<file path="src/rtl/cond_logic_unit.sv">
// Conditional-execution unit: holds the NZCV flag register, evaluates the
// instruction's 4-bit condition field against it, gates the decoder's
// PC/regfile/memory write strobes, and counts executed vs squashed instructions.
//
// Transfer semantics: 'en' is the instruction-valid qualifier. There is no ready
// back-pressure; every cycle with en=1 is one instruction that is consumed and
// either executed (cond_ex=1) or squashed (cond_ex=0). With en=0 nothing changes.
module cond_logic_unit #(
    parameter int REG_OUTPUTS = 0,
    parameter int CNT_W       = 16,
    parameter int NV_EXECUTES = 0
) (
    input  logic             clk,
    input  logic             reset,
    input  logic             en,
    input  logic [3:0]       cond,
    input  logic [3:0]       alu_flags,
    input  logic [1:0]       flag_w,
    input  logic             pcs,
    input  logic             reg_w,
    input  logic             mem_w,
    input  logic             no_write,
    input  logic             cnt_clr,
    output logic             pc_src,
    output logic             reg_write,
    output logic             mem_write,
    output logic             cond_ex,
    output logic [3:0]       flags,
    output logic [CNT_W-1:0] exec_cnt,
    output logic [CNT_W-1:0] squash_cnt
);

    logic [3:0]       flags_q;
    logic [CNT_W-1:0] exec_q;
    logic [CNT_W-1:0] squash_q;
    logic             n_f, z_f, c_f, v_f;
    logic             exec_now;
    logic             squash_now;
    logic             pc_src_c, reg_write_c, mem_write_c;

    assign {n_f, z_f, c_f, v_f} = flags_q;

    // Condition evaluation always uses the registered flags (no ALU bypass).
    always_comb begin
        cond_ex = 1'b0;
        case (cond)
            4'b0000: cond_ex = z_f;
            4'b0001: cond_ex = ~z_f;
            4'b0010: cond_ex = c_f;
            4'b0011: cond_ex = ~c_f;
            4'b0100: cond_ex = n_f;
            4'b0101: cond_ex = ~n_f;
            4'b0110: cond_ex = v_f;
            4'b0111: cond_ex = ~v_f;
            4'b1000: cond_ex = c_f & ~z_f;
            4'b1001: cond_ex = ~c_f | z_f;
            4'b1010: cond_ex = (n_f == v_f);
            4'b1011: cond_ex = (n_f != v_f);
            4'b1100: cond_ex = ~z_f & (n_f == v_f);
            4'b1101: cond_ex = z_f | (n_f != v_f);
            4'b1110: cond_ex = 1'b1;
            4'b1111: cond_ex = (NV_EXECUTES != 0);
            default: cond_ex = 1'b0;
        endcase
    end

    assign exec_now    = en & cond_ex;
    assign squash_now  = en & ~cond_ex;
    assign pc_src_c    = exec_now & pcs;
    assign reg_write_c = exec_now & reg_w & ~no_write;
    assign mem_write_c = exec_now & mem_w;

    generate
        if (REG_OUTPUTS != 0) begin : g_reg_strobes
            // Registered strobes: one cycle of latency, cleared by reset.
            always_ff @(posedge clk or posedge reset) begin
                if (reset) begin
                    pc_src    <= 1'b0;
                    reg_write <= 1'b0;
                    mem_write <= 1'b0;
                end else begin
                    pc_src    <= pc_src_c;
                    reg_write <= reg_write_c;
                    mem_write <= mem_write_c;
                end
            end
        end else begin : g_comb_strobes
            assign pc_src    = pc_src_c;
            assign reg_write = reg_write_c;
            assign mem_write = mem_write_c;
        end
    endgenerate

    // Flag register: N,Z and C,V groups update independently, only when executed.
    always_ff @(posedge clk or posedge reset) begin
        if (reset) begin
            flags_q <= 4'b0000;
        end else begin
            if (exec_now && flag_w[1]) flags_q[3:2] <= alu_flags[3:2];
            if (exec_now && flag_w[0]) flags_q[1:0] <= alu_flags[1:0];
        end
    end

    // Performance counters: saturating, clear takes priority over increment.
    always_ff @(posedge clk or posedge reset) begin
        if (reset) begin
            exec_q   <= '0;
            squash_q <= '0;
        end else if (cnt_clr) begin
            exec_q   <= '0;
            squash_q <= '0;
        end else begin
            if (exec_now && (exec_q != {CNT_W{1'b1}}))     exec_q   <= exec_q + 1'b1;
            if (squash_now && (squash_q != {CNT_W{1'b1}})) squash_q <= squash_q + 1'b1;
        end
    end

    assign flags      = flags_q;
    assign exec_cnt   = exec_q;
    assign squash_cnt = squash_q;

endmodule

</file>
<file path="config.mk">
export PLATFORM = sky130hd
export DESIGN_NAME = cond_logic_unit
export DESIGN_NICKNAME = d
export VERILOG_FILES = /design/src/rtl/cond_logic_unit.sv
export SDC_FILE = /design/constraint.sdc
export NUM_CORES = 1
export LEC_CHECK = 0
export CORE_MARGIN = 5
export CORE_UTILIZATION = 43
export DETAILED_ROUTE_END_ITERATION = 8
export PLACE_DENSITY = 0.76
export SYNTH_ARGS = -nofsm -noshare
export SYNTH_HDL_FRONTEND = slang
export SYNTH_SLANG_ARGS = --single-unit
export TNS_END_PERCENT = 20
</file>
<file path="constraint.sdc">
create_clock -name clk -period 2.3 [get_ports clk]
set_input_delay 0.46 -clock clk [delete_from_list [all_inputs] [get_ports clk]]
set_output_delay 0.46 -clock clk [all_outputs]
set_load 0.03 [all_outputs]
</file>
==> results of run 1 <==
worst max-delay path, delay by kind of cell:
| kind | cells | cell delay (ps) |
|---|---|---|
| simple gates | 2 | 450 |
| buf+inv | 4 | 620 |
| mux | 1 | 210 |
| compound gates | 1 | 130 |
| xor+xnor | 1 | 140 |
path summary, 6_finish.rpt:
check	from	end	slack, ps	cells after the start
setup / recovery	cond[0]	reg_write	-190	9
hold / removal	squash_cnt[15]$_DFFE_PP0P_	squash_cnt[15]$_DFFE_PP0P_	570	2
setup reg to reg	flags[1]$_DFFE_PP0P_	squash_cnt[13]$_DFFE_PP0P_	-60	8
hold reg to reg	squash_cnt[15]$_DFFE_PP0P_	squash_cnt[15]$_DFFE_PP0P_	570	2
max in group asynchronous	reset	exec_cnt[3]$_DFFE_PP0P_	1400	3
min in group asynchronous	reset	squash_cnt[2]$_DFFE_PP0P_	580	3
where the power goes:
part,switching [mW],internal (mW),total (mW)
combinational,0.531,0.600,1.13
sequential,0.0373,0.685,0.722
clock,0.226,0.239,0.465
cell families (layout without fill, tap and decap cells):
group | Yosys count | after routing | share of synthesized area (%)
compound gates | 45 | 45 | 13.3
xor+xnor | 13 | 13 | 5.38
fa+ha+maj | 2 | 2 | 1.18
buf+inv | 18 | 107 | 3.25
flops | 36 | 36 | 42.6
mux | 11 | 11 | 6.15
simple gates | 104 | 104 | 28.1
stage by stage:
| stage | utilization, % | total power, mW |
|---|---|---|
| after CTS | 66.6 | 2.25 |
| after detailed placement | 61.5 | 1.59 |
| after global placement | 61.5 | 1.58 |
| after global routing | 68.8 | 2.46 |
| final | 68.8 | 2.32 |
| after floorplan | - | 1.22 |
sequential cells by signal, summed over array words and instances (netlist names):
register and count:
exec_cnt 16, flags 4, squash_cnt 16
cell usage after synthesis, drive strengths merged (3+ instances only):
library cell   n  area [sq um]
dfrtp         36           901
a21oi         20           100
nor2          16          60.1
nand2         13          48.8
nand3         13          65.1
o21ai         12          60.1
nand4         11          68.8
or3           11          68.8
and3           9          56.3
clkbuf         9          33.8
o31ai          8          60.1
or4            8          60.1
xor2           8          70.1
inv            7          26.3
and2           6          37.5
mux2           6          67.6
xnor2          5          43.8
mux2i          4          40.0
nand3b         4          30.0
nor2b          3          18.8
per-layer routing:
layer	vias to the layer above	wire (microns)
li1	1021	-
met1	1021	2330
met2	50	2730
met3	6	333
met4	0	74
met5	-	0
layout make-up:
| type | count | area (sq um) |
|---|---|---|
| fill | 374 | 1480 |
| multi-input combinational | 175 | 1310 |
| sequential | 36 | 901 |
| timing repair buffer | 92 | 861 |
| tap | 67 | 83.8 |
| clock buffer | 6 | 82.6 |
| inverter | 7 | 26.3 |
| clock inverter | 2 | 10.0 |
timing repair:
item                       CTS  global route
hold buffers                 0             0
buffers inserted             7             3
cloned                       0             0
pin swaps                    9            13
setup endpoints to repair   38            24
resized for setup           36            19
==> run_results.csv, run 1 <==
group,metric,value,unit
route,vias,2098,
worst_setup_path,arrival,2030,ps
sta,fin_crit_sh,108,%
grt,globalRouteMet2Util,29.6,%
synth,synthCells,229,
synth,syn-mean-instance-area,9.23,sq um
cts,worst_skew_pair.late_latency,290,ps
layout,synthToLayoutAreaGrowth,54.7,%
cts,clock_tree_from_tritoncts,"built",
sta,finalWorstSetupSlack,-187,ps
worst_setup_path,critical_path_peak_fanout,4,
route,final_antenna_net_count,0,
worst_setup_path,cpMaxStageDelayCell,"or2_4",
sta,hold_violations,0,
layout,most-common-layout-cells,"clkdlybuf4s50_1 (48), dfrtp_1 (36), buf_4 (27)",
pwr,power_per_cell_area,709,nW/um^2
place,place.detailed.hpwl,3760,microns
floorplanning,die_area,6420,sq um
layout,layout.cells.most_common,"clkdlybuf4s50_1",
synth,synth.yosys.warnings,0,
worst_setup_path,crit_start_category,"input pin",
cts,numClockSinks,36,
status,status,"complete, but fails checks",
worst_setup_path,cell_chain_of_the_critical_path,"clkdlybuf4s15_1 -> buf_6 -> buf_4 -> xor2_1 -> mux2i_1 -> o22ai_2 -> or2_4 -> and3b_1 -> buf_6",
worst_setup_path,crit_path_max_cell_delay,280,ps
grt,grt_busiest_layer,"met2",
floorplanning,core_area,4750,sq um
synth,flip_flop_and_latch_count_after_synthesis,36,
sta,slew_of_the_pin_with_the_lowest_slew_margin,489,ps
place,dpl_cell_area,2920,sq um
synth,seq_area_frac_synth,42.6,%
place,place.detailed.instances,367,
route,drtIter0Drc,107,
sta,fin_hold_ws,573,ps
worst_setup_path,worst_setup_path_end_kind,"output pin",
grt,global_route_wire_length_before_repair,8960,microns
sta,final_max_slew_viol_count,0,
floorplanning,ioPinCount,58,
grt,grt.total_usage,17.7,%
layout,fraction_of_layout_cells_with_a_size_suffix_above_1,25.2,%
route,wl,5460,microns
sta,final_min_period,2490,ps
layout,num_antenna_cells,0,
floorplanning,fp.dieH,80.1,microns
layout,finalNetCount,337,
cts,cts_max_level,2,
cts,tritoncts.num_buffers,5,
place,finalWeightedCongestion,0.776,
floorplanning,num_rows,25,
grt,grtUsageMet3,5.49,%
pwr,cellLeakagePower,1.36,nW
sta,rsz0062_at_grt,"true",
sta,finalClockSkew,5.15,ps
route,drt_pass1_iterations,4,
grt,met1_use_gr,21.2,%
cts,cts_root_buffer,"clkbuf_8",
grt,antenna_found_initial,0,
sta,post_route_setup_tns,-591,ps
grt,global_route.overflow_total,0,
grt,pin_count_of_the_biggest_net_entering_global_routing,37,
sta,setup-violations-final,4,
status,failed_checks,"setup timing",
floorplanning,initial_core_util,44.5,%
synth,synth_cell_type_count,37,
synth,syn-num-nets,249,
route,vias_per_cell,5.45,
synth,synth_enable_flop_cells,0,
sta,max_clock_freq,0.402,GHz
worst_setup_path,path_common_cell,"buf_6",
place,dp_worst_setup_slack,-872,ps
cts,path_clk_slew,70,ps
worst_setup_path,worst_ep_required_time,1840,ps
layout,area_of_all_placed_cells_without_fillers,3270,sq um
worst_setup_path,setup.worst_path.class,"input pin to output pin",
sta,timing.max_slew.rel_slack,67.3,%
floorplanning,die-width,80.1,microns
synth,prevailing_post_synth_register_cell,"dfrtp_1",
layout,finish.cell_count_without_fillers,385,
min_path,min_path_type,"flop to flop",
route,drc,0,
job,maxCapViolCount,0,
place,placement.io_buffers,57,
synth,syn_area,2110,sq um
cts,maximum_buffer_depth_of_the_clock_tree,2,
grt,first_global_vias,2023,
synth,asyncSetResetFlopFracSynth,100,%
pwr,vdd.ir_drop.worst,0.857,mV
route,routed_wire_length_per_instance,14.2,microns
Note: power is estimated with default switching activity, not from simulation.
==> run 2: changes to the inputs <==
--- a/config.mk
+++ b/config.mk
@@ -5,10 +5,12 @@
 export SDC_FILE = /design/constraint.sdc
 export NUM_CORES = 1
 export LEC_CHECK = 0
+export CELL_PAD_IN_SITES_DETAIL_PLACEMENT = 1
+export CELL_PAD_IN_SITES_GLOBAL_PLACEMENT = 1
 export CORE_MARGIN = 5
-export CORE_UTILIZATION = 43
+export CORE_UTILIZATION = 32
 export DETAILED_ROUTE_END_ITERATION = 8
-export PLACE_DENSITY = 0.76
+export PLACE_DENSITY_LB_ADDON = 0.1
 export SYNTH_ARGS = -nofsm -noshare
 export SYNTH_HDL_FRONTEND = slang
 export SYNTH_SLANG_ARGS = --single-unit
==> run_results.csv, run 2 (synthesis results as in run 1) <==
group,metric,value,unit
layout,synthToLayoutAreaGrowth,54.9,%
pwr,cellLeakagePower,1.34,nW
route,vias,2066,
pwr,vdd.ir_drop.worst,0.528,mV
pwr,power.share.switching,34.3,%
route,routed_wire_length_per_instance,15.8,microns
floorplanning,core_area,6390,sq um
worst_setup_path,crit_start_category,"input pin",
floorplanning,ioPinCount,58,
cts,postCtsHoldBufs,0,
route,final_antenna_net_count,0,
sta,max_clock_freq,0.408,GHz
sta,fin_crit_sh,107,%
worst_setup_path,ff2ff_path_depth,7,
layout,finalNetCount,336,
pwr,netSwitchingPower,794,uW
worst_setup_path,critical_path_peak_fanout,4,
grt,global_route_wire_length_before_repair,10600,microns
sta,slew_of_the_pin_with_the_lowest_slew_margin,499,ps
sta,final_max_slew_viol_count,0,
cts,cts_max_level,2,
sta,finalWorstSetupSlack,-153,ps
floorplanning,die-width,91.3,microns
grt,antenna_found_initial,0,
worst_setup_path,worst_setup_path_end_kind,"output pin",
pwr,fin_total_pwr,2.31,mW
layout,fraction_of_layout_cells_with_a_size_suffix_above_1,25.2,%
worst_setup_path,worst_r2r_endpoint,"squash_cnt[13]$_DFFE_PP0P_",
cts,maximum_buffer_depth_of_the_clock_tree,2,
sta,rsz0062_at_grt,"true",
pwr,clock_power_share,20.5,%
layout,multi_input_comb_area,1300,sq um
place,dpl_cell_area,2960,sq um
layout,layout.cells.most_common,"clkdlybuf4s50_1",
worst_setup_path,setup.worst_path.class,"input pin to output pin",
floorplanning,num_rows,29,
worst_setup_path,arrival,1990,ps
sta,setup-violations-final,11,
min_path,min_path_type,"input pin to async pin",
worst_setup_path,worst_ep_required_time,1840,ps
route,drt_pass1_iterations,4,
floorplanning,initial_core_util,33.1,%
grt,pin_count_of_the_biggest_net_entering_global_routing,37,
layout,seqCellArea,901,sq um
route,wl,6230,microns
cts,tritoncts.num_buffers,5,
layout,most-common-layout-cells,"clkdlybuf4s50_1 (48), dfrtp_1 (36), buf_4 (27)",
layout,num_antenna_cells,0,
status,status,"complete, but fails checks",
floorplanning,fp.dieH,91.3,microns
pwr,internal_power,1.52,mW
pwr,register_share_of_total_power,31.3,%
worst_setup_path,critical_path.reg2reg.startpoint,"flags[0]$_DFFE_PP0P_",
floorplanning,die_area,8330,sq um
cts,numClockSinks,36,
status,failed_checks,"setup timing",
worst_setup_path,r2r_setup_slack,-120,ps
sta,hold_violations,0,
place,finalWeightedCongestion,0.802,
layout,layout.filler_cells,711,
place,place.detailed.hpwl,4450,microns
cts,worst_skew_pair.late_latency,290,ps
cts,cts_root_buffer,"clkbuf_8",
sta,final_min_period,2450,ps
grt,grt.total_usage,15.1,%
place,placement.io_buffers,57,
cts,clock_tree_from_tritoncts,"built",
route,vias_per_cell,5.24,
sta,timing.max_slew.rel_slack,66.7,%
grt,first_global_vias,2184,
layout,area_of_all_placed_cells_without_fillers,3280,sq um
route,drc,0,
pwr,power_per_cell_area,707,nW/um^2
job,maxCapViolCount,0,
route,drtIter0Drc,40,
grt,global_route.overflow_total,0,
cts,path_clk_slew,80,ps
sta,finalClockSkew,13.7,ps
pwr,combinationalPowerShare,48.2,%
worst_setup_path,crit_path_start,"cond[1]",
run 2: what timing repair did:
action / CTS / global route
buffers inserted: 6 / 2
endpoints found under the setup margin: 40 / 28
pin swaps: 15 / 12
resized for setup: 38 / 18
run 2: layout make-up:
type | instances | share of cell area (%)
Tap cell | 77 | 2.94
Timing Repair Buffer | 91 | 26.2
Sequential cell | 36 | 27.5
Inverter | 7 | 0.802
Multi-Input combinational cell | 175 | 39.8
Clock buffer | 8 | 2.75
run 2: layer usage:
| metal | up-vias | routed length, microns | share of wire [%] | GRT usage, % |
|---|---|---|---|---|
| li1 | 1014 | - | - | - |
| met1 | 1012 | 2940 | 47 | 20.3 |
| met2 | 38 | 3020 | 48 | 25.4 |
| met3 | 2 | 248 | 4.0 | 3.31 |
| met4 | 0 | 27 | 0.43 | 2.57 |
| met5 | - | 0 | 0 | 0 |
run 2: worst max-delay path by stage:
stage	end	slack, ps	depth (start not counted)
after floorplan	squash_cnt[14]$_DFFE_PP0P_	-340	7
after global placement	cond_ex	-880	6
after detailed placement	cond_ex	-910	6
after CTS	reg_write	-170	8
after global routing	reg_write	-220	7
final	reg_write	-150	7
run 2: worst max-delay path: stages:
cell	delay [ps]
clkdlybuf4s15_2	230
buf_4	170
or4b_4	530
o22ai_2	150
or2_4	160
and3b_1	160
buf_6	130
run 2: power groups by stage:
stage	sequential [mW]	clock (mW)	combinational, mW
floorplan	0.861	0	0.364
detailed placement	0.730	0	0.911
global route	0.732	0.526	1.20
CTS	0.723	0.494	1.07
global placement	0.735	0	0.898
finish	0.725	0.475	1.12
run 2: per-stage QoR:
| stage | instances | hold slack [ps] | TNS (ps) | util (%) | setup slack, ps |
|---|---|---|---|---|---|
| CTS | 393 | 579 | -594 | 49.9 | -167 |
| global route | 394 | 609 | -2010 | 51.3 | -220 |
| finish | 394 | 578 | -570 | 51.3 | -153 |
| floorplan | 229 | 610 | -1620 | - | -338 |
| detailed placement | 379 | 557 | -23420 | 46.4 | -910 |
| global placement | 379 | 553 | -21770 | 46.4 | -883 |
==> run 3: changes to the inputs <==
--- a/config.mk
+++ b/config.mk
@@ -9,6 +9,7 @@
 export CELL_PAD_IN_SITES_GLOBAL_PLACEMENT = 1
 export CORE_MARGIN = 5
 export CORE_UTILIZATION = 32
+export CTS_CLUSTER_DIAMETER = 50
 export DETAILED_ROUTE_END_ITERATION = 8
 export PLACE_DENSITY_LB_ADDON = 0.1
 export SYNTH_ARGS = -nofsm -noshare
==> results of run 3 <==
Final layout, timing and power as in run 2 (identical DEF).
